[src/rtl/process_scheduler.sv]
// Round-robin process scheduler: per-slot saved PC table, quantum preemption and
// registered jump redirects into the OS handler or back into a user process.
module process_scheduler #(
    parameter int ADDR_W          = 12,
    parameter int DATA_W          = 32,
    parameter int NUM_PROC        = 4,
    parameter int PID_W           = 2,
    parameter int DEFAULT_QUANTUM = 500000
) (
    input  logic                clock,
    input  logic                reset,
    input  logic                cfg_we,
    input  logic [1:0]          cfg_sel,
    input  logic [PID_W-1:0]    cfg_pid,
    input  logic [DATA_W-1:0]   cfg_data,
    input  logic [ADDR_W-1:0]   pc,
    input  logic                halt,
    input  logic                stall,
    input  logic                dispatch,
    output logic                redirect,
    output logic [ADDR_W-1:0]   redirect_addr,
    output logic                cs,
    output logic                running,
    output logic [PID_W-1:0]    active_pid,
    output logic [NUM_PROC-1:0] ready_mask,
    output logic                idle
);

    typedef enum logic {ST_OS, ST_RUN} state_t;

    state_t              state, state_next;
    logic [NUM_PROC-1:0] valid;
    logic [ADDR_W-1:0]   saved_pc [NUM_PROC];
    logic [DATA_W-1:0]   quantum, quantum_m1, count;
    logic                multprog;
    logic [ADDR_W-1:0]   os_addr;
    logic [PID_W-1:0]    pick, scan_idx;
    logic                found;
    logic                do_dispatch, do_halt, do_expire;
    logic                redirect_next, cs_next;
    logic [ADDR_W-1:0]   redirect_addr_next;

    assign ready_mask = valid;
    assign idle       = ~|valid;
    assign running    = (state == ST_RUN);
    assign quantum_m1 = (quantum == '0) ? '0 : quantum - DATA_W'(1);

    // Descending scan so the nearest valid slot after active_pid wins; offset
    // NUM_PROC wraps to active_pid itself, re-selecting a lone valid slot.
    always_comb begin
        pick     = '0;
        found    = 1'b0;
        scan_idx = '0;
        for (int i = NUM_PROC; i >= 1; i--) begin
            scan_idx = active_pid + PID_W'(i);
            if (valid[scan_idx]) begin
                pick  = scan_idx;
                found = 1'b1;
            end
        end
    end

    always_comb begin
        state_next         = state;
        redirect_next      = 1'b0;
        redirect_addr_next = '0;
        cs_next            = 1'b0;
        do_dispatch        = 1'b0;
        do_halt            = 1'b0;
        do_expire          = 1'b0;
        case (state)
            ST_OS: begin
                if (dispatch && found) begin
                    do_dispatch        = 1'b1;
                    redirect_next      = 1'b1;
                    redirect_addr_next = saved_pc[pick];
                    state_next         = ST_RUN;
                end
            end
            ST_RUN: begin
                if (halt) begin
                    do_halt            = 1'b1;
                    redirect_next      = 1'b1;
                    redirect_addr_next = multprog ? os_addr : '0;
                    state_next         = ST_OS;
                end else if (multprog && !stall && count >= quantum_m1) begin
                    do_expire          = 1'b1;
                    cs_next            = 1'b1;
                    redirect_next      = 1'b1;
                    redirect_addr_next = os_addr;
                    state_next         = ST_OS;
                end
            end
            default: state_next = ST_OS;
        endcase
    end

    always_ff @(posedge clock) begin
        if (reset) begin
            state         <= ST_OS;
            redirect      <= 1'b0;
            redirect_addr <= '0;
            cs            <= 1'b0;
            active_pid    <= PID_W'(NUM_PROC - 1);
            valid         <= '0;
            quantum       <= DATA_W'(DEFAULT_QUANTUM);
            multprog      <= 1'b0;
            os_addr       <= '0;
            count         <= '0;
            for (int i = 0; i < NUM_PROC; i++) saved_pc[i] <= '0;
        end else begin
            state         <= state_next;
            redirect      <= redirect_next;
            redirect_addr <= redirect_addr_next;
            cs            <= cs_next;
            if (do_dispatch) active_pid <= pick;
            if (do_dispatch || !multprog || (state == ST_RUN && stall)) count <= '0;
            else if (state == ST_RUN) count <= count + DATA_W'(1);
            if (do_halt) valid[active_pid] <= 1'b0;
            if (do_expire) saved_pc[active_pid] <= pc;
            // Config writes come last so they override halt/expiry on the same slot.
            if (cfg_we) begin
                case (cfg_sel)
                    2'd0: quantum  <= cfg_data;
                    2'd1: multprog <= cfg_data[0];
                    2'd2: os_addr  <= cfg_data[ADDR_W-1:0];
                    default: begin
                        saved_pc[cfg_pid] <= cfg_data[ADDR_W-1:0];
                        valid[cfg_pid]    <= 1'b1;
                    end
                endcase
            end
        end
    end

endmodule

[config.mk]
export PLATFORM = sky130hd
export DESIGN_NAME = process_scheduler
export DESIGN_NICKNAME = d
export VERILOG_FILES = /design/src/rtl/process_scheduler.sv
export SDC_FILE = /design/constraint.sdc
export NUM_CORES = 1
export LEC_CHECK = 0
export ABC_AREA = 1
export CAP_MARGIN = 10
export CORE_MARGIN = 1.5
export CORE_UTILIZATION = 40
export DETAILED_ROUTE_END_ITERATION = 10
export GPL_TIMING_DRIVEN = 0
export PLACE_DENSITY = 0.62
export SLEW_MARGIN = 15
export SYNTH_ARGS = -nofsm -noshare
export SYNTH_HDL_FRONTEND = slang
export SYNTH_SLANG_ARGS = --single-unit
[constraint.sdc]
create_clock -name clock -period 7.9 [get_ports clock]
set_input_delay 1.58 -clock clock [delete_from_list [all_inputs] [get_ports clock]]
set_output_delay 1.58 -clock clock [all_outputs]
set_load 0.03 [all_outputs]
# [Yosys cells after proc, flatten, opt, wreduce, memory -nomap -nowiden]
# Memories as Yosys holds them, arrays and structs flattened.
# Index checks and enable logic that the tools add are counted.
[word_totals] in_bits=54 ff_bits=98 out_inout_bits=22 ramBits=48 elab_cells=108 n_memories=1
[op_classes] n_mux=57 n_addsub=5 n_reduce_logical=21 eq_ne=2 magnitude_cmp=8 n_bitwise=4
[mem_list] memory="saved_pc" depth=4 word_bits=12 read_ports=1 rd_clocked_by_memory_dff=0 wr=4 line="33" rtl="logic [ADDR_W-1:0] saved_pc [NUM_PROC];"
[ops] operator="2-to-1 mux 12 bit" n=6
[ops] operator="adder 32 x 1 -> 32 bit (second input constant)" n=1
[ops] operator=">= comparator 32 bit" n=1
[ops] operator="zero test 32 bit" n=1
[ops] operator="2-to-1 mux 32 bit" n=1
[ops] operator="subtractor 32 x 1 -> 32 bit (second input constant)" n=1
[ops] operator="2-to-1 mux 1 bit" n=31
[ops] operator="one-hot mux 12 bit (2 select lines)" n=1
[ops] operator="OR reduction 12 bit" n=2
[ops] operator="2-to-1 mux 4 bit" n=4
[ops] operator="< comparator 2 x 3 -> 1 bit (second input constant)" n=5
[ops] operator="2-to-1 mux 2 bit" n=6
[ops] operator="binary-select mux 1 bit (select 2 bit)" n=4
[ops] operator="logical AND 1 bit" n=6
[ops] operator="AND reduction 2 bit" n=3
[ops] operator="adder 2 bit (second input constant)" n=2
[ops] operator="AND 4 bit" n=1
[ops] operator="demux 1 bit (select 2 bit)" n=2
[ops] operator=">= comparator 2 x 1 -> 1 bit (second input constant)" n=2
[ops] operator="NOT 4 bit" n=1
[ops] operator="bitwise OR 4 bit" n=1
[ops] operator="one-hot mux 1 bit (2 select lines)" n=2
[ops] operator="OR reduction 4 bit" n=1
[ops] operator="zero test 1 bit" n=3
[ops] operator="8 further kinds" n=9

# [Depth between registers and ports, before layout]
# Gate-level depths: netlist of the first run.
[logic_depth] word_depth=12 mapped_depth=27 mapped_depth_nobuf=24

# [Worst setup path before layout of the first run]
# OpenSTA, ideal clock, no wires.
[synth_timing] path_type="register to register" start="register quantum[0]" end="memory saved_pc[1][0], enable pin" stages_incl_launch_ff=23 synth_period_minus_slack_ns=3.525 setup_ns=0.350 setup_slack_ns=4.375 n_path_buf=1 arrival_ns=3.175 required_ns=7.550 cell_sequence="dfxtp_1 > nor3_2 > nand2_1 > nor2_2 > nand3_2 > nor2_2 > nand2_1 > nor2_2 > nand4_1 > xnor2_1 > nand2_1 > ha_1 > nand2_1 > nor2_1 > nand4_1 > a21oi_1 > nor2_1 > nand2_1 > nand4_1 > nor2_1 > buf_2 > nor2_1 > nand2_1"
[synth_rtl] element="from (decl)" line="34" rtl="logic [DATA_W-1:0] quantum, quantum_m1, count;"
[synth_rtl] element="from (signal assigned)" line="106" rtl="quantum <= DATA_W'(DEFAULT_QUANTUM);"
[synth_rtl] element="from (signal assigned)" line="124" rtl="2'd0: quantum <= cfg_data;"
[synth_rtl] element="to (decl)" line="33"

==> results.txt, run 1 <==
The flow ran to the end, and the final reports show no timing, DRC or antenna violations. The initialized floorplan defines 53 standard-cell rows. The internal portion of the total power is 1.32 mW. The setup slack of the most critical reg-to-reg path came out at 3.29 ns.

In this run the worst setup path terminates at saved_pc[2][9]. The number of nets in the finished design came out at 1,400. STA classifies the critical path startpoint as a register. At the worst endpoint, the arrival time is 4.56 ns. The buffer levels on the longest clock path came out at 2. The initial antenna violation count is 0. The largest net degree at the start of global routing is 17. The final layout contains routed wiring with a total length of 25.2 mm. For this run, design rule violations remaining after detail routing come to 0. Setup repair after global routing left no endpoint under its margin. The number of hold violations in the final report came out at 0. The number of setup buffers added after CTS is 0. The final setup skew came out at 0.0131 ns. The setup path with the least slack is of type register to register. Clock tree synthesis selected as its root buffer the cell clkbuf_16. The TritonCTS clock tree is yes. The first global-routing pass estimated 40.6 mm of wire. Clock tree synthesis found a total of 146 sinks. The startpoint identified for the worst register-to-register timing path is quantum[10]. The y dimension of the die is 151 µm.

The final weighted congestion of routability-driven global placement came out at 0.988. The placement-stage worst setup slack is 3.26 ns. The via count of the first global-routing pass is 7,684. The fraction of final layout cells with drive strength greater than 1 is 7.58%.

The synthesis warning total is 0. The total of flip-flops plus latches after synthesis came out at 146. The count of hold-fix buffers inserted at cts came out at 0. The core box area is 21,200 µm². The count of input and output buffers is 73. The net switching power is 501 µW. In the synthesized netlist the dominant register cell turns out to be dfxtp_1.

The worst slew margin relative to its limit is 45.4%. Of the total power, combinational logic draws 11.1%. Net switching is 27.4% of the power. In the post-synthesis netlist, the cell with the most instances is nand2_1.

The total clock buffers created by CTS came out at 17. The worst path uses 58.4% of the clock period. The worst setup path startpoint is quantum[10]. The transition time at the pin with the least slew margin came out at 0.816 ns. The power density over cell area came out at 176 nW/µm². The via density per instance is 5.20. The via count came out at 8,292. For this run, the slowest stage of the critical path takes 0.57 ns. Walking the worst path, the cells encountered are nor2_1, inv_1, nor2_1, inv_1, nor2_1, nand4_1, nor2_1, inv_2, buf_1, nand3_1, ha_1, a21oi_1, nor2_1, nor2_1, nand3_1, nor2_1, nand2_1, nand4_1, buf_2, nor2_1, nand2_1, nand3_1. After routing, the total negative slack on setup checks comes to 0 ns. After clock tree synthesis, the clock-pin slew on the worst setup and hold paths is 0.06 ns. The net count after synthesis is 1,308.

The post-synthesis cell type count came out at 37. The peak ir drop on the vdd network is 0.141 mV. The post-synthesis cell area came out at 8710 µm². The first detailed-routing pass ran for 5 iterations. The worst hold path belongs to the class register to register. The I/O pin count came out at 76. The largest individual stage delay along the critical path comes from the cell nand3_1. The number of enable flip-flop cells after synthesis came out at 48. A synthesized cell averages 7.17 µm². STA puts the critical path data required time at 7.85 ns. The starting density of the core came out at 41.2%. The H-tree depth reported by CTS came out at 4. The cell leakage power is 4.33 nW. The count of cells along the worst hold path came out at 2. The initial detailed-routing violation count came out at 673.

Along the worst path, the maximum fanout reaches 12. The number of failing setup endpoints in the final timing report is 0. The endpoint of the lowest-slack register-to-register path is saved_pc[2][9]. The total global routing overflow came out at 0.

The number of instances in the synthesized netlist came out at 1,215. The portion of synthesized cell area occupied by the leading cell type is 22.5%. The floorplan step set the die width to 151 µm. The post-cts gate resize count came out at 0. The largest total area in the synthesized netlist belongs to dfxtp_1. The clock share of power is 43.9%. The final critical path time including I/O delays and setup is 4.61 ns. The latest clock arrival within the worst-skew pair is 0.44 ns.

The die outline area is 22,700 µm². Across all setup checks in the final design, the least slack found is 3.29 ns. The detail route stage leaves a number of antenna-violating nets equal to 0. The async set-or-reset flop fraction in the synthesized netlist is 0%.

The cell that appears most often on the critical path is nor2_1. By area the synthesized netlist is led by dfxtp_1 (23%), edfxtp_1 (17%), nand2_1 (12%). By count the netlist is led by nand2_1 (287), inv_1 (130), nor2_1 (121). The fraction of the yosys area taken by sequential cells is 39.1%.

STA classifies the critical path endpoint as a register. The total count of max-transition violations in the final report came to 0. The count of cells along the worst register-to-register path came out at 22. The count of inserted antenna diode cells came out at 0.

The total global routing track utilization is 23.3%. The routed length per placed instance came out at 15.8 µm. Compared with the post-synthesis result, the final layout area differs by 18.9%.

The maximum clock frequency is 217 MHz. The sequential share of power came out at 45.0%. The max capacitance violation total came out at 0. Detailed placement ended at an HPWL of 19.6 mm.
==> metrics by stage <==
step                      power [mW]  utilization [%]  std cells  instance area [µm²]  hold slack (ns)
after floorplan                0.956                -       1215                 8710            0.459
after global placement          1.04             46.2       1563                 9780            0.487
after detailed placement        1.04             46.2       1563                 9780            0.493
after CTS                       1.83             48.9       1595                10400            0.503
after global routing            1.89             48.9       1595                10400            0.519
final                           1.82             48.9       1595                10400            0.499
==> power groups by stage <==
| stage | Clock, mW | Sequential, mW | Combinational (mW) |
|---|---|---|---|
| floorplan | 0 | 0.837 | 0.119 |
| global placement | 0 | 0.838 | 0.198 |
| detailed placement | 0 | 0.838 | 0.200 |
| CTS | 0.805 | 0.821 | 0.202 |
| global route | 0.837 | 0.825 | 0.226 |
| finish | 0.801 | 0.821 | 0.202 |
==> cell families after synthesis <==
group / share of synthesized area (%)
compound gates: 9.79
xor+xnor: 2.01
fa+ha+maj: 5.61
buf+inv: 8.58
flops: 39.1
simple gates: 34.9
==> flip-flops by register name, summed over array words and instances, names as in the netlist, 2 cells and up <==
signal / flops
active_pid: 2
saved_pc: 48
ready_mask: 4
redirect_addr: 12
quantum: 32
count: 32
os_addr: 12
==> layout by cell type, fill, tap and decap left out, types with 3 or more instances in the layout <==
| cell type | count |
|---|---|
| o21ai_2 | 3 |
| edfxtp_1 | 48 |
| o21ai_0 | 75 |
| clkbuf_16 | 17 |
| nor2_2 | 6 |
| nand2_1 | 287 |
| nand2_2 | 3 |
| buf_1 | 5 |
| nor2_1 | 121 |
| clkdlybuf4s50_1 | 73 |
| clkinvlp_4 | 3 |
| nor3_1 | 44 |
| inv_8 | 3 |
| nand4_1 | 31 |
| or2_2 | 17 |
| inv_1 | 130 |
| nand3b_1 | 24 |
| a21oi_2 | 8 |
| a21oi_1 | 64 |
| nor4_1 | 11 |
| ha_1 | 39 |
| inv_6 | 4 |
| buf_6 | 4 |
| and3_1 | 4 |
| buf_2 | 12 |
| xor2_1 | 11 |
| nand3_1 | 108 |
| inv_2 | 3 |
| xnor2_1 | 9 |
| nor3_2 | 4 |
| dfxtp_1 | 98 |
| clkbuf_1 | 27 |
| o211ai_1 | 4 |
==> worst min path at each step <==
stage / start / to / slack, ns
floorplan: count[12] / count[12] / 0.46
global placement: count[0] / count[0] / 0.49
detailed placement: multprog / multprog / 0.49
CTS: multprog / multprog / 0.50
global route: os_addr[7] / redirect_addr[7] / 0.52
finish: multprog / multprog / 0.50
==> critical path: cells and delay by family (launching register included) <==
kind | cells | cell delay [ns]
AO/OA/AOI/OAI | 1 | 0.15
adder cells (fa/ha/maj) | 1 | 0.25
buffers and inverters | 5 | 0.88
flip-flops | 1 | 0.36
AND/OR/NAND/NOR | 15 | 2.45
==> area by class of cell <==
class	instances	area (µm²)
Inverter	135	507
Sequential cell	146	3400
Tap cell	275	344
Clock inverter	15	146
Buffer	50	240
Clock buffer	17	425
Timing Repair Buffer	73	731
Fill cell	2115	10800
Multi-Input combinational cell	884	4560
==> per-layer routing <==
metal  GRT usage (%)  vias to the layer above  share of wire, %
met5               0                        -                 0
met1            32.9                     3763                48
li1                -                     4204                 -
met2            35.7                      287                43
met4            7.89                        0               1.9
met3            4.06                       38               7.2
(Power assumes the default switching activity.)
==> run 2, diff against run 1 <==
PLACE_DENSITY = 0.64   (was 0.62)
clock period = 3.85 ns   (was 7.9 ns; I/O delays follow)
==> run 2 against run 1 <==
Effect of this change: flip-flop and latch count unchanged; non-clock buffer count is 20 higher; utilization grew 2.7 points; sequential power rose by 110%; clock-buffer cell count rose by 5; highest routed layer unchanged.
==> results.txt, run 2 (synthesis results as in run 1) <==
In this run the critical register-to-register path is launched from quantum[0]. The count of unresolved DRC violations after routing came to 0 (unchanged). The die outline area came out at 22,700 µm² (unchanged). The total placed instance area is 9780 µm² (unchanged). The slack of the critical path came to 0.153 ns (-3.14 ns). The largest net degree at the start of global routing is 17 (unchanged).

The global-route wire length before repair came out at 41.3 mm (+1.8%). TritonCTS built the clock tree. The peak ir drop on the vdd network came to 0.294 mV (+110%). The transition time at the pin with the least slew margin is 1.04 ns (+0.228 ns). The number of iterations in the first detailed-routing pass is 7 (+2).

The via count of the first global-routing pass is 7,862 (+2.3%). The critical-path maximum fanout came out at 6 (-6). The number of failing setup endpoints in the final timing report was 0 (unchanged). The data required time at the worst endpoint is 3.97 ns (-3.88 ns). The total count of max-transition violations in the final report came out at 0 (unchanged). The startpoint identified for the worst hold timing path is ready_mask[2].

The number of buffers and inverters on the critical path came out at 6 (+1). The flip-flop count of the largest register after layout is 48 (unchanged). The buffer levels on the longest clock path is 2 (unchanged).

The via density per instance came out at 5.35 (+2.8%). The total power draw came out at 3.85 mW (+110%). The top cell types in the final layout, fill and taps aside, are nand2_1 (277), inv_1 (126), nor2_1 (106). The category of the worst setup path launch point is a register. The number of instances in the placed design came out at 1,563 (unchanged). Leaving out fill and tap cells, the most frequent cell in the layout is nand2_1. The max capacitance violation total came out at 0 (unchanged).

The total routed wirelength came out at 26.7 mm (+5.8%). The worst setup path is captured at a register. The number of nets in the finished design came out at 1,423 (+1.6%). The delay of the slowest critical-path stage was 0.36 ns (-0.21 ns).

The run finished with clean final reports. The power density over cell area is 353 nW/µm² (+100%). The I/O pin count came to 76 (unchanged). The estimated wirelength of the detail-placed design is 19.7 mm (+0.77%). The highest-delay cell along the critical path is dfxtp_4. The x dimension of the die came out at 151 µm (unchanged). The final weighted congestion of routability-driven global placement came out at 0.936 (-5.3%).

The count of antenna-violating nets left after detailed routing was 0 (unchanged). The worst endpoint data arrival time came to 3.82 ns (-0.74 ns). The most numerous cell type found on the critical path is nor2_4. The number of hold violations in the final report was 0 (unchanged).

The site row count is 53 (unchanged). The final cycle utilization of the critical path is 96.0% (+38 points). The H-tree depth reported by CTS is 4 (unchanged). The final setup skew is 0.0101 ns (-0.00302 ns).

The path type of the worst min-delay path is register to register. The total clock buffers created by CTS came out at 17 (unchanged). The worst slew margin relative to its limit came out at 30.4% (-15 points). The worst setup path startpoint is quantum[0]. From synthesis to final layout, the design area changed by 25.4%.

The via count came out at 8,651 (+4.3%). In the final layout, the registers with the most flip-flops are saved_pc (48), count (32), quantum (32). Traced cell by cell, the critical path runs through inv_1, ha_4, nand2_2, nor2_4, inv_2, nor2_4, inv_2, nor4_4, or2_4, nand3_1, ha_1, nand2_1, inv_1, nand4_1, a21oi_1, nor2_1, nand2_2, nand4_1, buf_4, nor2_4, buf_6, nor2_4, nand2_4. The initial antenna violation count is 0 (unchanged).

The total global routing track utilization came out at 23.9% (+0.57 points). Setup repair after global routing could not meet its margin everywhere. The starting density of the core came out at 41.2% (unchanged). The kind of cell with the highest combined delay along the critical path is simple AND/OR/NAND/NOR gates. The routed length per placed instance came to 16.5 µm (+4.3%). The placement-stage worst setup slack is -0.663 ns (-3.93 ns). The setup path with the least slack is of type register to register.

The maximum clock frequency is 270 MHz (+25%). The clock-pin slew on the worst setup and hold paths came to 0.06 ns (about the same). The count of input and output buffers is 73 (unchanged). The TritonCTS sink count is 146 (unchanged). The fraction of final layout cells with drive strength greater than 1 is 12.6% (+5.0 points). The final critical path time including I/O delays and setup is 3.70 ns (-0.913 ns).

The initial detailed-routing violation count is 757 (+12%). The summed negative setup slack over all endpoints came out at 0 ns (unchanged). The y dimension of the die is 151 µm (unchanged).

The final non-filler cell total came out at 1,618 (+1.4%). The latest clock arrival within the worst-skew pair came to 0.43 ns (about the same). The core box area came out at 21,200 µm² (unchanged). The total global routing overflow came out at 0 (unchanged).

The finished layout cell area is 10,900 µm² (+5.5%). The cell leakage power came out at 4.55 nW (+5.1%). The count of inserted antenna diode cells is 0 (unchanged). The root buffer cell is clkbuf_16. Counting flops per register, the top entry is saved_pc.
==> run 2: cell types whose count changed in the layout (fill, tap and decap cells not counted), sizes merged <==
cell / previous run / this run
buf: 23 / 42
clkbuf: 44 / 50
inv: 141 / 135
nand3: 111 / 113
bufinv: 1 / 2
clkinv: 5 / 6
clkinvlp: 3 / 2
nand2: 292 / 293
==> run 2: final timing paths <==
kind	slack, ns	cells past startpoint	to
setup reg to reg	0.15	23	saved_pc[1][8]
hold reg to reg	0.51	2	ready_mask[2]
setup / recovery	0.15	23	saved_pc[1][8]
hold / removal	0.51	2	ready_mask[2]
==> run 2: repair_timing <==
action	in CTS	in global routing
endpoints found under the hold margin	0	0
pin swaps	11	22
buffers inserted	8	10
resized for setup	38	65
setup endpoints to repair	101	107
hold buffers	0	0
gates cloned	4	1
==> run 2: worst reg2reg max path, stage by stage, from the launching register on <==
cell and delay, ns:
dfxtp_4 0.36, inv_1 0.13, ha_4 0.18, nand2_2 0.09, nor2_4 0.16, inv_2 0.07, nor2_4 0.10, inv_2 0.07
nor4_4 0.30, or2_4 0.18, nand3_1 0.07, ha_1 0.28, nand2_1 0.06, inv_1 0.05, nand4_1 0.14, a21oi_1 0.14
nor2_1 0.08, nand2_2 0.10, nand4_1 0.18, buf_4 0.20, nor2_4 0.13, buf_6 0.13, nor2_4 0.05, nand2_4 0.17
==> run 2: metrics by stage <==
step	hold WS, ns	util [%]
6_report	0.506	51.6
5_1_grt	0.524	51.6
4_1_cts	0.508	50.3
3_5_place_dp	0.498	46.2
3_3_place_gp	0.490	46.2
2_1_floorplan	0.459	-
==> run 2: power by group <==
group | switching, mW | internal, mW | total [mW]
combinational | 0.276 | 0.180 | 0.456
clock | 0.688 | 1.02 | 1.71
sequential | 0.0406 | 1.65 | 1.69
total | 1.00 | 2.84 | 3.85
==> run 2: cell type report <==
| cell class | count | area, µm² |
|---|---|---|
| clock inverters | 10 | 124 |
| flip-flops and latches | 146 | 3410 |
| clock buffers | 22 | 475 |
| well taps | 275 | 344 |
| repair buffers | 93 | 893 |
| inverters | 135 | 509 |
| multi-input cells | 887 | 4860 |
| fillers | 2038 | 10200 |
| plain buffers | 50 | 297 |
==> run 2: routing by layer <==
layer,vias up,GRT usage (%),part of all wire (%)
met1,3988,33.4,46
met3,48,4.00,7.8
met2,353,38.0,45
met5,-,0,0
met4,0,6.23,1.6
li1,4262,-,-
